File: config.mk
export PLATFORM = sky130hd
export DESIGN_NAME = btn_blink_sequencer
export DESIGN_NICKNAME = d
export VERILOG_FILES = /design/src/rtl/btn_blink_sequencer.sv
export SDC_FILE = /design/constraint.sdc
export NUM_CORES = 1
export LEC_CHECK = 0
export ABC_AREA = 1
export CAP_MARGIN = 20
export CORE_MARGIN = 4
export CORE_UTILIZATION = 40
export DETAILED_ROUTE_END_ITERATION = 8
export SETUP_SLACK_MARGIN = 0.3
export SLEW_MARGIN = 10
export SYNTH_ARGS = -nofsm -noshare
export SYNTH_HDL_FRONTEND = slang
export SYNTH_SLANG_ARGS = --single-unit
File: constraint.sdc
create_clock -name CLK -period 4.11 [get_ports CLK]
set_input_delay 0.822 -clock CLK [delete_from_list [all_inputs] [get_ports CLK]]
set_output_delay 0.822 -clock CLK [all_outputs]
set_load 0.01 [all_outputs]
File: src/rtl/btn_blink_sequencer.sv
// Blinks one LED iCount times per accepted trigger: ON_CYCLES lit, then OFF_CYCLES dark.
// Define BLINK_RETRIGGER_EN to let a trigger during ON/OFF restart the sequence.
module btn_blink_sequencer #(
  parameter int unsigned ON_CYCLES      = 13500000,
  parameter int unsigned OFF_CYCLES     = 13500000,
  parameter int unsigned CNT_W          = 24,
  parameter bit          LED_ACTIVE_LOW = 1'b1
) (
  input  logic       CLK,
  input  logic       RESETn,
  input  logic       iTrig,
  input  logic [3:0] iCount,
  output logic       oLed,
  output logic       oBusy,
  output logic       oDone
);

  localparam logic [CNT_W-1:0] OnLoad  = CNT_W'(ON_CYCLES - 1);
  localparam logic [CNT_W-1:0] OffLoad = CNT_W'(OFF_CYCLES - 1);
  localparam logic [CNT_W-1:0] TimerOne = CNT_W'(1);

  typedef enum logic [1:0] {StIdle, StOn, StOff, StDone} state_e;

  state_e           stateQ, stateD;
  logic [CNT_W-1:0] timerQ, timerD;
  logic [3:0]       remainQ, remainD;
  logic             acceptTrig;

`ifdef BLINK_RETRIGGER_EN
  assign acceptTrig = iTrig && (stateQ == StIdle || stateQ == StOn || stateQ == StOff);
`else
  assign acceptTrig = iTrig && (stateQ == StIdle);
`endif

  always_comb begin
    stateD  = stateQ;
    timerD  = timerQ;
    remainD = remainQ;
    unique case (stateQ)
      StIdle: ;
      StOn: begin
        if (timerQ == '0) begin
          remainD = remainQ - 4'd1;
          stateD  = StOff;
          timerD  = OffLoad;
        end else begin
          timerD = timerQ - TimerOne;
        end
      end
      StOff: begin
        if (timerQ == '0) begin
          if (remainQ == 4'd0) begin
            stateD = StDone;
            timerD = '0;
          end else begin
            stateD = StOn;
            timerD = OnLoad;
          end
        end else begin
          timerD = timerQ - TimerOne;
        end
      end
      StDone: stateD = StIdle;
      default: stateD = StIdle;
    endcase
    // An accepted trigger overrides whatever the running sequence would do next.
    if (acceptTrig) begin
      remainD = iCount;
      if (iCount == 4'd0) begin
        stateD = StDone;
        timerD = '0;
      end else begin
        stateD = StOn;
        timerD = OnLoad;
      end
    end
  end

  always_ff @(posedge CLK or negedge RESETn) begin
    if (!RESETn) begin
      stateQ  <= StIdle;
      timerQ  <= '0;
      remainQ <= 4'd0;
    end else begin
      stateQ  <= stateD;
      timerQ  <= timerD;
      remainQ <= remainD;
    end
  end

  // Outputs are registered copies of the current state, hence one cycle behind it.
  always_ff @(posedge CLK or negedge RESETn) begin
    if (!RESETn) begin
      oLed  <= LED_ACTIVE_LOW;
      oBusy <= 1'b0;
      oDone <= 1'b0;
    end else begin
      oLed  <= (stateQ == StOn) ^ LED_ACTIVE_LOW;
      oBusy <= (stateQ != StIdle);
      oDone <= (stateQ == StDone);
    end
  end

endmodule

# Word level (Yosys, flattened, before mapping)
# Cells that the tools add are included.
# word_totals
reg_bits	33
latchBits	0
mem_bits_rw	0
mem_bits_ro	0
in_bits	7
out_inout_bits	3
word_cells	41
memories	0
# op_classes
n_addsub	2
multipliers	0
div_mod_pow	0
n_lt_le_gt_ge	0
eq_ne	5
shift	0
mux	15
n_bitwise	1
n_reduce_logical	12
# ops
operator	n
$mux 24	5
$pmux 24 s2	1
$logic_not 24->1	1
$sub 24x1->24 const B	1
$mux 4	3
$mux 2	5
$logic_not 4->1	2
$ne 3x3->1 const B	2
$pmux 2 s3	1
$reduce_bool 2->1	3
$eq 2x2->1 const B	2
$reduce_bool 4->1	1
$sub 4x1->4 const B	1
$reduce_and 3->1	1
$reduce_bool 3->1	1
$eq 2x1->1 const B	1
$logic_not 2->1	1
$reduce_and 2->1	1
$logic_and 1x1->1	1
$not 1->1	1

# Longest topological paths before layout
# Gate-level depths: netlist of run 1.
# logic_depth
word_depth	5
depth_mapped	10
depth_no_buf	10

# Worst setup path after synthesis of run 1
# Ideal clock, no wire load.
# synth_timing
path_kind	input to register
start	input iTrig
end	register timerQ[7]
setup_time_ps	120
arrival_time_ps	1599
setup_slack_ps	2391
cell_stages	6
path_cell_list	o21ai_1 nand2_4 nand2_1 nor2_2 or2_0 and3_1
# synth_via
elab_chain_cells	2
# synth_rtl
element	line	rtl
start, declared	11	input logic iTrig,
$logic_and 1x1->1 *	32	assign acceptTrig = iTrig && (stateQ == StIdle);
$reduce_bool 3->1 (no line) or $mux 24 (tied branches)	-	
end signal, assigned	86	timerQ <= timerD;
end, declared	25	logic [CNT_W-1:0] timerQ, timerD;
# Every way passes the cells marked *; elsewhere a longest branch is shown, timed or not.
# A chain may end at the register's enable or synchronous reset.

# Worst setup path after layout of run 1
# layout_timing
start	register oLed
end	output oLed
# layout_rtl
element	line	rtl
start, declared	13	output logic oLed,
start signal, assigned	98	oLed <= (stateQ == StOn) ^ LED_ACTIVE_LOW;
# No word-level cell between the ends.

==> flow_summary.json, run 1 <==
{
  "coreArea_um2": 5200,
  "required_ps": 3290,
  "path_max_fanout": 1,
  "synth_nets": 313,
  "timing_worst_setup_path_type": "reg -> out",
  "antenna_found_initial": 0,
  "yosysSeqAreaShare_pct": 37.6,
  "ff2ff_setup_slack_ps": 2290,
  "skew_ps": 9.54,
  "ios": 10,
  "grt-busiest-layer": "met2",
  "nNetsFinal": 328,
  "num_vias": 1849,
  "synth_cells": 303,
  "cts_buffers": 5,
  "status": "complete, no violations",
  "cts.clk_slew.worst_paths_ps": 70,
  "htree_levels": 2,
  "grt_first_pass_wirelength_um": 8730,
  "ys_types": 33,
  "cp.depth": 1,
  "critPathTopFamily": "buffers and inverters",
  "period_minus_slack_ps": 2150,
  "ys_top_cells_by_area": "dfrtp_1 (36%), nand2_1 (12%), nor2_1 (9.2%)",
  "fp.dieW_um": 82.2,
  "peakVddDrop_uv": 245,
  "maxCapViolCount": 0,
  "finalWirelength_um": 5010,
  "tns_ps": 0,
  "grt_overflow": 0,
  "drc_errors": 0,
  "netlist.area_leader.share_pct": 36.4,
  "yosys_warnings": 0,
  "crit_arrival_ps": 1320,
  "routedWlPerCell_um": 12.9,
  "final_antenna_net_count": 0,
  "synthToLayoutAreaGrowth_pct": 11.4,
  "cts_buffer_depth": 2,
  "hold_class": "reg -> reg",
  "tritoncts": "yes",
  "grt_pass1_vias": 1805,
  "first_iter_violations": 113,
  "io_buffers": 9,
  "syn_area_um2": 2200,
  "dp_hpwl_um": 3760,
  "cts_resized": 0,
  "hold_violations": 0,
  "utilization_pct": 47.1,
  "avgSynthCellArea_um2": 7.26,
  "powerDensity_nw_per_um2": 727,
  "layout_common_cells": "nand2_1 (72), nor2_1 (54), inv_1 (32), dfrtp_1 (32), nand3_1 (18)",
  "row_count": 26,
  "p_clk_share_pct": 13.5,
  "internal-power_mw": 0.920,
  "drive_gt1_share_pct": 16.0,
  "slew_headroom_pct": 71.2,
  "switching_power_mw": 0.862,
  "yosys.area.top_type": "dfrtp_1",
  "startpoint_type": "register",
  "slowest_delay_ps": 530,
  "grt_usage_pct": 17.3,
  "diodes": 0,
  "place_congestion": 0.820,
  "swShare_pct": 48.4,
  "grt_use_met3_pct": 3.25,
  "grt_util_met1_pct": 23.2,
  "end_kind": "output pin",
  "cp_num_buf_inv": 1,
  "chipHeight_um": 82.2,
  "setup_viol": 0,
  "crit_start": "oLed",
  "cp-endpoint": "oLed",
  "comb_power_share_pct": 51.6,
  "mostFrequentLayoutCell": "nand2_1",
  "dr.pass1.iters": 4,
  "grt.met2_usage_pct": 27.8,
  "r2r-end": "timerQ[14]",
  "p_leak_nw": 1.18,
  "crit_chain": "clkdlybuf4s50_1",
  "post_cts_buffers": 0,
  "cts_root_buf": "clkbuf_8",
  "worstMarginPinSlew_ps": 432,
  "maxSlewViolCount": 0,
  "ys_ff_latch": 33,
  "cts-hold-fix-buffers": 0,
  "grt_max_degree": 34,
  "p_seq_share_pct": 34.9,
  "clock_sinks": 33,
  "rr_startpoint": "remainQ[0]",
  "rsz0062_at_grt": "false",
  "cp_slowest_cell": "clkdlybuf4s50_1",
  "reg2reg_depth": 9,
  "vias_per_cell": 4.75,
  "fmax_mhz": 466,
  "initial_core_util_pct": 42.3,
  "clock_latency_ps": 290,
  "fin_crit_sh_pct": 52.2,
  "dieArea_um2": 6750
}
-- worst min-delay path by stage --
stage / startpoint / cells past startpoint / end
6_report: timerQ[1] / 2 / timerQ[1]
5_1_grt: timerQ[1] / 2 / timerQ[1]
4_1_cts: timerQ[1] / 2 / timerQ[1]
2_1_floorplan: timerQ[1] / 2 / timerQ[1]
3_3_place_gp: timerQ[0] / 2 / timerQ[0]
3_5_place_dp: timerQ[1] / 2 / timerQ[1]
-- synthesized netlist by cell type, drive strengths merged --
cell type and count:
or2 1, nand2 81, and2 1, o211ai 2, and3 1, nand4 4
o21ai 20, dfrtp 32, o31ai 1, buf 2, xnor2 1, o21bai 1
dfstp 1, nand3 27, nor2 69, o21a 1, ha 3, inv 40
a21oi 6, xor2 5, nor3 2, nand3b 2
-- area by class of cell --
class                   count  area [um2]
multi-input cells         228        1200
fillers                   548        2760
clock inverters             1        7.51
clock buffers               7        76.3
flip-flops and latches     33         827
inverters                  40         150
well taps                  70        87.6
repair buffers             10        97.6
-- power groups by stage --
stage | Combinational, mW | Clock (mW) | Sequential (mW)
floorplan | 0.735 | 0 | 0.591
CTS | 0.929 | 0.249 | 0.621
finish | 0.920 | 0.240 | 0.622
detailed placement | 0.925 | 0 | 0.624
global placement | 0.909 | 0 | 0.622
global route | 1.05 | 0.260 | 0.644
-- cells by family after synthesis --
| logic type | count (synthesis) | synth area share, % |
|---|---|---|
| and+or+nand+nor | 188 | 42.7 |
| buffers and inverters | 42 | 7.68 |
| DFF | 33 | 37.6 |
| AOI/OAI and AO/OA | 31 | 7.96 |
| xor gates and xnor gates | 6 | 2.39 |
| adders and majority gates | 3 | 1.71 |
-- through the flow --
step | hold slack (ps) | setup WS [ps] | std cells | cell area, um2 | power (mW)
after floorplan | 470 | 2390 | 303 | 2200 | 1.33
after global placement | 480 | 1780 | 381 | 2370 | 1.53
after detailed placement | 487 | 1730 | 381 | 2370 | 1.55
after CTS | 505 | 1950 | 389 | 2450 | 1.80
after global routing | 528 | 1910 | 389 | 2450 | 1.96
final | 499 | 1960 | 389 | 2450 | 1.78
-- flip-flops by register name (all words and copies together), names as in the netlist --
name	count
oDone	1
timerQ	24
oLed	1
stateQ	2
oBusy	1
remainQ	4
-- routing by layer --
metal  wire [um]  part of all wire (%)
met1        2450                    49
met2        2290                    46
met3         192                   3.8
met4          74                   1.5
met5           0                     0
Note: power is estimated with default switching activity, not from simulation.
==> inputs of run 2 (changes only) <==
clock period = 2 ns   (was 4.11 ns; I/O delays follow)
==> run 2 against run 1 <==
Against the previous run: sequential share of layout area decreased by 1.1 points; critical endpoint is now timerQ[15]; register-to-register slack got worse by 1900 ps; critical path type is now reg -> reg; count of clock-buffer cells in the layout unchanged; setup slack got worse by 1600 ps; flip-flop and latch count unchanged; final area increased by 3.4%; wire length decreased by 0.36%; critical path depth increased by 9.
==> flow_summary.json, run 2 (same netlist as run 1, synthesis figures left out) <==
{
  "status": "complete, no violations",
  "p_seq_share_pct": 33.7,
  "fp.dieW_um": 82.2,
  "maxCapViolCount": 0,
  "drive_gt1_share_pct": 19.9,
  "initial_core_util_pct": 42.3,
  "drc_errors": 0,
  "multiInputGateArea_um2": 1240,
  "setup_ws_ps": 378,
  "routedWlPerCell_um": 12.8,
  "end_kind": "register",
  "rr_startpoint": "remainQ[0]",
  "cts-hold-fix-buffers": 0,
  "coreArea_um2": 5200,
  "dieArea_um2": 6750,
  "period_minus_slack_ps": 1620,
  "fmax_mhz": 616,
  "setup_viol": 0,
  "internal-power_mw": 2.01,
  "pre_cts_slack_ps": 45.5,
  "cts_buffer_depth": 2,
  "skew_ps": 4.94,
  "chipHeight_um": 82.2,
  "dr.pass1.iters": 4,
  "peakVddDrop_uv": 554,
  "timing_worst_setup_path_type": "reg -> reg",
  "reg_top3": "timerQ x24, remainQ x4, stateQ x2",
  "antenna_found_initial": 0,
  "grt_pass1_vias": 1817,
  "utilization_pct": 48.7,
  "grt_overflow": 0,
  "whs_path_depth": 2,
  "min_to": "timerQ[0]",
  "num_vias": 1906,
  "cts_root_buf": "clkbuf_8",
  "startpoint_type": "register",
  "nNetsFinal": 330,
  "clock_latency_ps": 290,
  "tritoncts": "yes",
  "area.sequential_um2": 827,
  "rsz0062_at_grt": "false",
  "htree_levels": 2,
  "p_leak_nw": 1.21,
  "hp-start": "timerQ[0]",
  "row_count": 26,
  "tns_ps": 0,
  "grt_first_pass_wirelength_um": 8600,
  "cts_buffers": 5,
  "grt_max_degree": 34,
  "finalWirelength_um": 4990,
  "slew_headroom_pct": 71.1,
  "powerDensity_nw_per_um2": 1510,
  "swShare_pct": 47.5,
  "switching_power_mw": 1.82,
  "crit_arrival_ps": 1790,
  "diodes": 0,
  "r2r-end": "timerQ[15]",
  "ff2ff_setup_slack_ps": 380,
  "final_antenna_net_count": 0,
  "ios": 10,
  "grt_usage_pct": 16.8,
  "cts.clk_slew.worst_paths_ps": 70,
  "place_congestion": 0.868,
  "worstMarginPinSlew_ps": 433,
  "hold_violations": 0,
  "maxSlewViolCount": 0,
  "first_iter_violations": 158,
  "p_clk_share_pct": 14.8,
  "fillers": 517,
  "clock_sinks": 33,
  "dp_hpwl_um": 3770,
  "synthToLayoutAreaGrowth_pct": 15.1,
  "vias_per_cell": 4.87,
  "fin_crit_sh_pct": 81.1,
  "layout_common_cells": "nand2_1 (71), nor2_1 (51), dfrtp_1 (32)",
  "required_ps": 2170,
  "post_cts_buffers": 0,
  "comb_power_share_pct": 51.5,
  "mostFrequentLayoutCell": "nand2_1",
  "crit_start": "remainQ[0]",
  "hold_class": "reg -> reg",
  "top_register": "timerQ",
  "io_buffers": 9,
  "path_max_fanout": 14,
  "reg2reg_depth": 10,
  "largest_register_ff_count": 24
}
run 2: final cells by class:
| class | instances | area share (%) |
|---|---|---|
| Clock buffer | 7 | 3.80 |
| Clock inverter | 1 | 0.198 |
| Inverter | 40 | 6.13 |
| Timing Repair Buffer | 12 | 4.89 |
| Multi-Input combinational cell | 228 | 48.9 |
| Tap cell | 70 | 3.46 |
| Sequential cell | 33 | 32.7 |
run 2: worst max path at each step:
stage                       endpoint  slack, ps
final                     timerQ[15]        380
after CTS                  timerQ[8]        340
after global placement     timerQ[7]        130
after detailed placement   timerQ[7]         50
after floorplan            timerQ[3]        580
after global routing      timerQ[22]        300
run 2: metrics by stage:
step | hold slack (ps) | instances | area [um2] | power [mW]
floorplan | 104 | 303 | 2200 | 2.72
global placement | 479 | 383 | 2390 | 3.21
detailed placement | 487 | 383 | 2390 | 3.23
CTS | 500 | 391 | 2490 | 3.79
global route | 546 | 391 | 2530 | 4.19
finish | 514 | 391 | 2530 | 3.83
run 2: power by group through the flow:
stage	registers (mW)	clock network [mW]	logic, mW
floorplan	1.21	0	1.51
global placement	1.29	0	1.93
detailed placement	1.28	0	1.94
CTS	1.27	0.573	1.94
global route	1.34	0.604	2.25
finish	1.29	0.567	1.97
run 2: routing by layer:
layer	GRT usage [%]	vias up	share of wire, %
met3	3.25	5	3.3
met2	26.4	23	45
met5	0	-	0
met4	4.98	0	0.88
met1	23.4	889	50
li1	-	989	-
run 2: critical path, cell delays in order, from the launching register on:
cell	delay [ps]
dfrtp_1	410
inv_1	120
ha_1	200
nand3_1	130
nor2_2	120
nor2_1	60
nand3_2	70
nand2_1	60
nand2_2	70
buf_12	160
nand3_2	90
run 2: timing repair:
item	4_1_cts	5_1_grt
pin swaps	0	2
gates resized for setup	1	13
endpoints found under the setup margin	1	20
==> inputs of run 3 (changes only) <==
clock period = 1.5 ns   (was 2 ns; I/O delays follow)
==> run 3 against run 2 <==
Against the previous run: the flow now finishes with violations (setup timing); hold slack worse by 140 ps; global-route usage grew 3.1 points; clock skew is 3.0 ps higher; non-clock buffer count rose by 63; critical path depth shrank 1; combinational power rose by 110%; sequential power rose by 38%; power rose by 80%.
==> flow_summary.json, run 3 (same netlist as run 1, synthesis figures left out) <==
{
  "skew_ps": 7.92,
  "coreArea_um2": 5200,
  "grt-busiest-layer": "met2",
  "instances_no_fill": 454,
  "p_leak_nw": 1.60,
  "critPathTopFamily": "simple AND/OR/NAND/NOR gates",
  "tns_ps": -11.0,
  "top_register": "timerQ",
  "grt_overflow": 0,
  "chipHeight_um": 82.2,
  "hold_class": "in -> async",
  "grt_util_met1_pct": 25.4,
  "ios": 10,
  "crit_start": "timerQ[19]",
  "num_vias": 2206,
  "cts_buffers": 5,
  "end_kind": "register",
  "timing_worst_setup_path_type": "reg -> reg",
  "fmax_mhz": 662,
  "crit_arrival_ps": 1690,
  "largest_register_ff_count": 24,
  "required_ps": 1680,
  "io_buffers": 9,
  "path_max_fanout": 6,
  "dieArea_um2": 6750,
  "maxCapViolCount": 0,
  "cp.depth": 9,
  "fin_crit_sh_pct": 101,
  "worstMarginPinSlew_ps": 246,
  "first_iter_violations": 99,
  "initial_core_util_pct": 42.3,
  "reg2reg_depth": 9,
  "violations": "setup timing",
  "cts_root_buf": "clkbuf_8",
  "drc_errors": 0,
  "routedWlPerCell_um": 13.5,
  "grt_use_met3_pct": 3.36,
  "postLayoutCellArea_um2": 3300,
  "startpoint_type": "register",
  "powerDensity_nw_per_um2": 2090,
  "htree_levels": 2,
  "setup_ws_ps": -11.0,
  "cp_num_buf_inv": 1,
  "p_clk_share_pct": 12.9,
  "crit_chain": "nor2_1 -> nand2_1 -> nor2_2 -> nand3_4 -> nand2_8 -> buf_6 -> nor2_1 -> nor2_1 -> nor2_1",
  "status": "finished, violations left",
  "switching_power_mw": 3.06,
  "comb_power_share_pct": 61.2,
  "p_seq_share_pct": 25.9,
  "grt_max_degree": 34,
  "rsz0062_at_grt": "true",
  "cts_buffer_depth": 2,
  "rr_startpoint": "timerQ[19]",
  "cts-hold-fix-buffers": 0,
  "cp_slowest_cell": "dfrtp_1",
  "diodes": 0,
  "grt_pass1_vias": 2145,
  "placed_area_um2": 2820,
  "swShare_pct": 44.3,
  "pre_cts_slack_ps": -239,
  "grt_usage_pct": 19.9,
  "cts.clk_slew.worst_paths_ps": 80,
  "whs_ps": 373,
  "tritoncts": "yes",
  "reg_top3": "timerQ x24, remainQ x4, stateQ x2",
  "row_count": 26,
  "antenna_found_initial": 0,
  "finalWirelength_um": 6130,
  "grt.met2_usage_pct": 32.9,
  "maxSlewViolCount": 0,
  "clock_latency_ps": 300,
  "drive_gt1_share_pct": 44.8,
  "grt_first_pass_wirelength_um": 9960,
  "vias_per_cell": 4.86,
  "dr.pass1.iters": 4,
  "slew_headroom_pct": 83.5,
  "layout_common_cells": "nand2_1 (64), buf_4 (58), nor2_1 (36)",
  "final_antenna_net_count": 0,
  "synthToLayoutAreaGrowth_pct": 49.9,
  "clock_sinks": 33,
  "internal-power_mw": 3.84,
  "period_minus_slack_ps": 1510,
  "utilization_pct": 63.3,
  "mostFrequentLayoutCell": "nand2_1",
  "place_congestion": 0.900,
  "setup_viol": 2,
  "hold_violations": 0,
  "p_total_mw": 6.89,
  "slowest_delay_ps": 420,
  "dp_hpwl_um": 4320,
  "placedCellCount": 428,
  "fp.dieW_um": 82.2,
  "nNetsFinal": 393,
  "cpMostUsedCell": "nor2_1",
  "peakVddDrop_uv": 1080
}
## run 3: timing repair
item | CTS | global route
hold endpoints to repair | 0 | 0
buffers inserted | 12 | 6
setup endpoints to repair | 33 | 33
gates resized for setup | 36 | 43
pin swaps | 12 | 14
cloned | 0 | 0
## run 3: power by group through the flow
| stage | registers (mW) | logic, mW | clock network [mW] |
|---|---|---|---|
| floorplan | 1.64 | 2.14 | 0 |
| global placement | 1.67 | 3.42 | 0 |
| detailed placement | 1.69 | 3.48 | 0 |
| CTS | 1.69 | 3.88 | 0.914 |
| global route | 1.83 | 4.65 | 0.966 |
| finish | 1.78 | 4.22 | 0.892 |
## run 3: worst reg2reg max path, cell delays in order, from the launching register on
cell	delay, ps
dfrtp_1	420
nor2_1	160
nand2_1	100
nor2_2	180
nand3_4	120
nand2_8	130
buf_6	110
nor2_1	40
nor2_1	100
nor2_1	50
## run 3: path summary, 6_finish.rpt
path | to | slack [ps]
setup / recovery | timerQ[4] | -10
hold / removal | oBusy | 370
setup reg to reg | timerQ[4] | -10
hold reg to reg | timerQ[1] | 520
max in group asynchronous | oLed | 890
min in group CLK | timerQ[1] | 520
## run 3: area by class of cell
type	count	area [um2]
Clock buffer	7	86.3
Clock inverter	1	30.0
Fill cell	454	1910
Inverter	40	155
Multi-Input combinational cell	228	1470
Sequential cell	33	837
Tap cell	70	87.6
Timing Repair Buffer	75	636
## run 3: routing by layer
| metal | vias to the layer above | share of wire (%) |
|---|---|---|
| li1 | 1116 | - |
| met1 | 1035 | 44 |
| met2 | 36 | 50 |
| met3 | 19 | 3.1 |
| met4 | 0 | 3.2 |
| met5 | - | 0 |
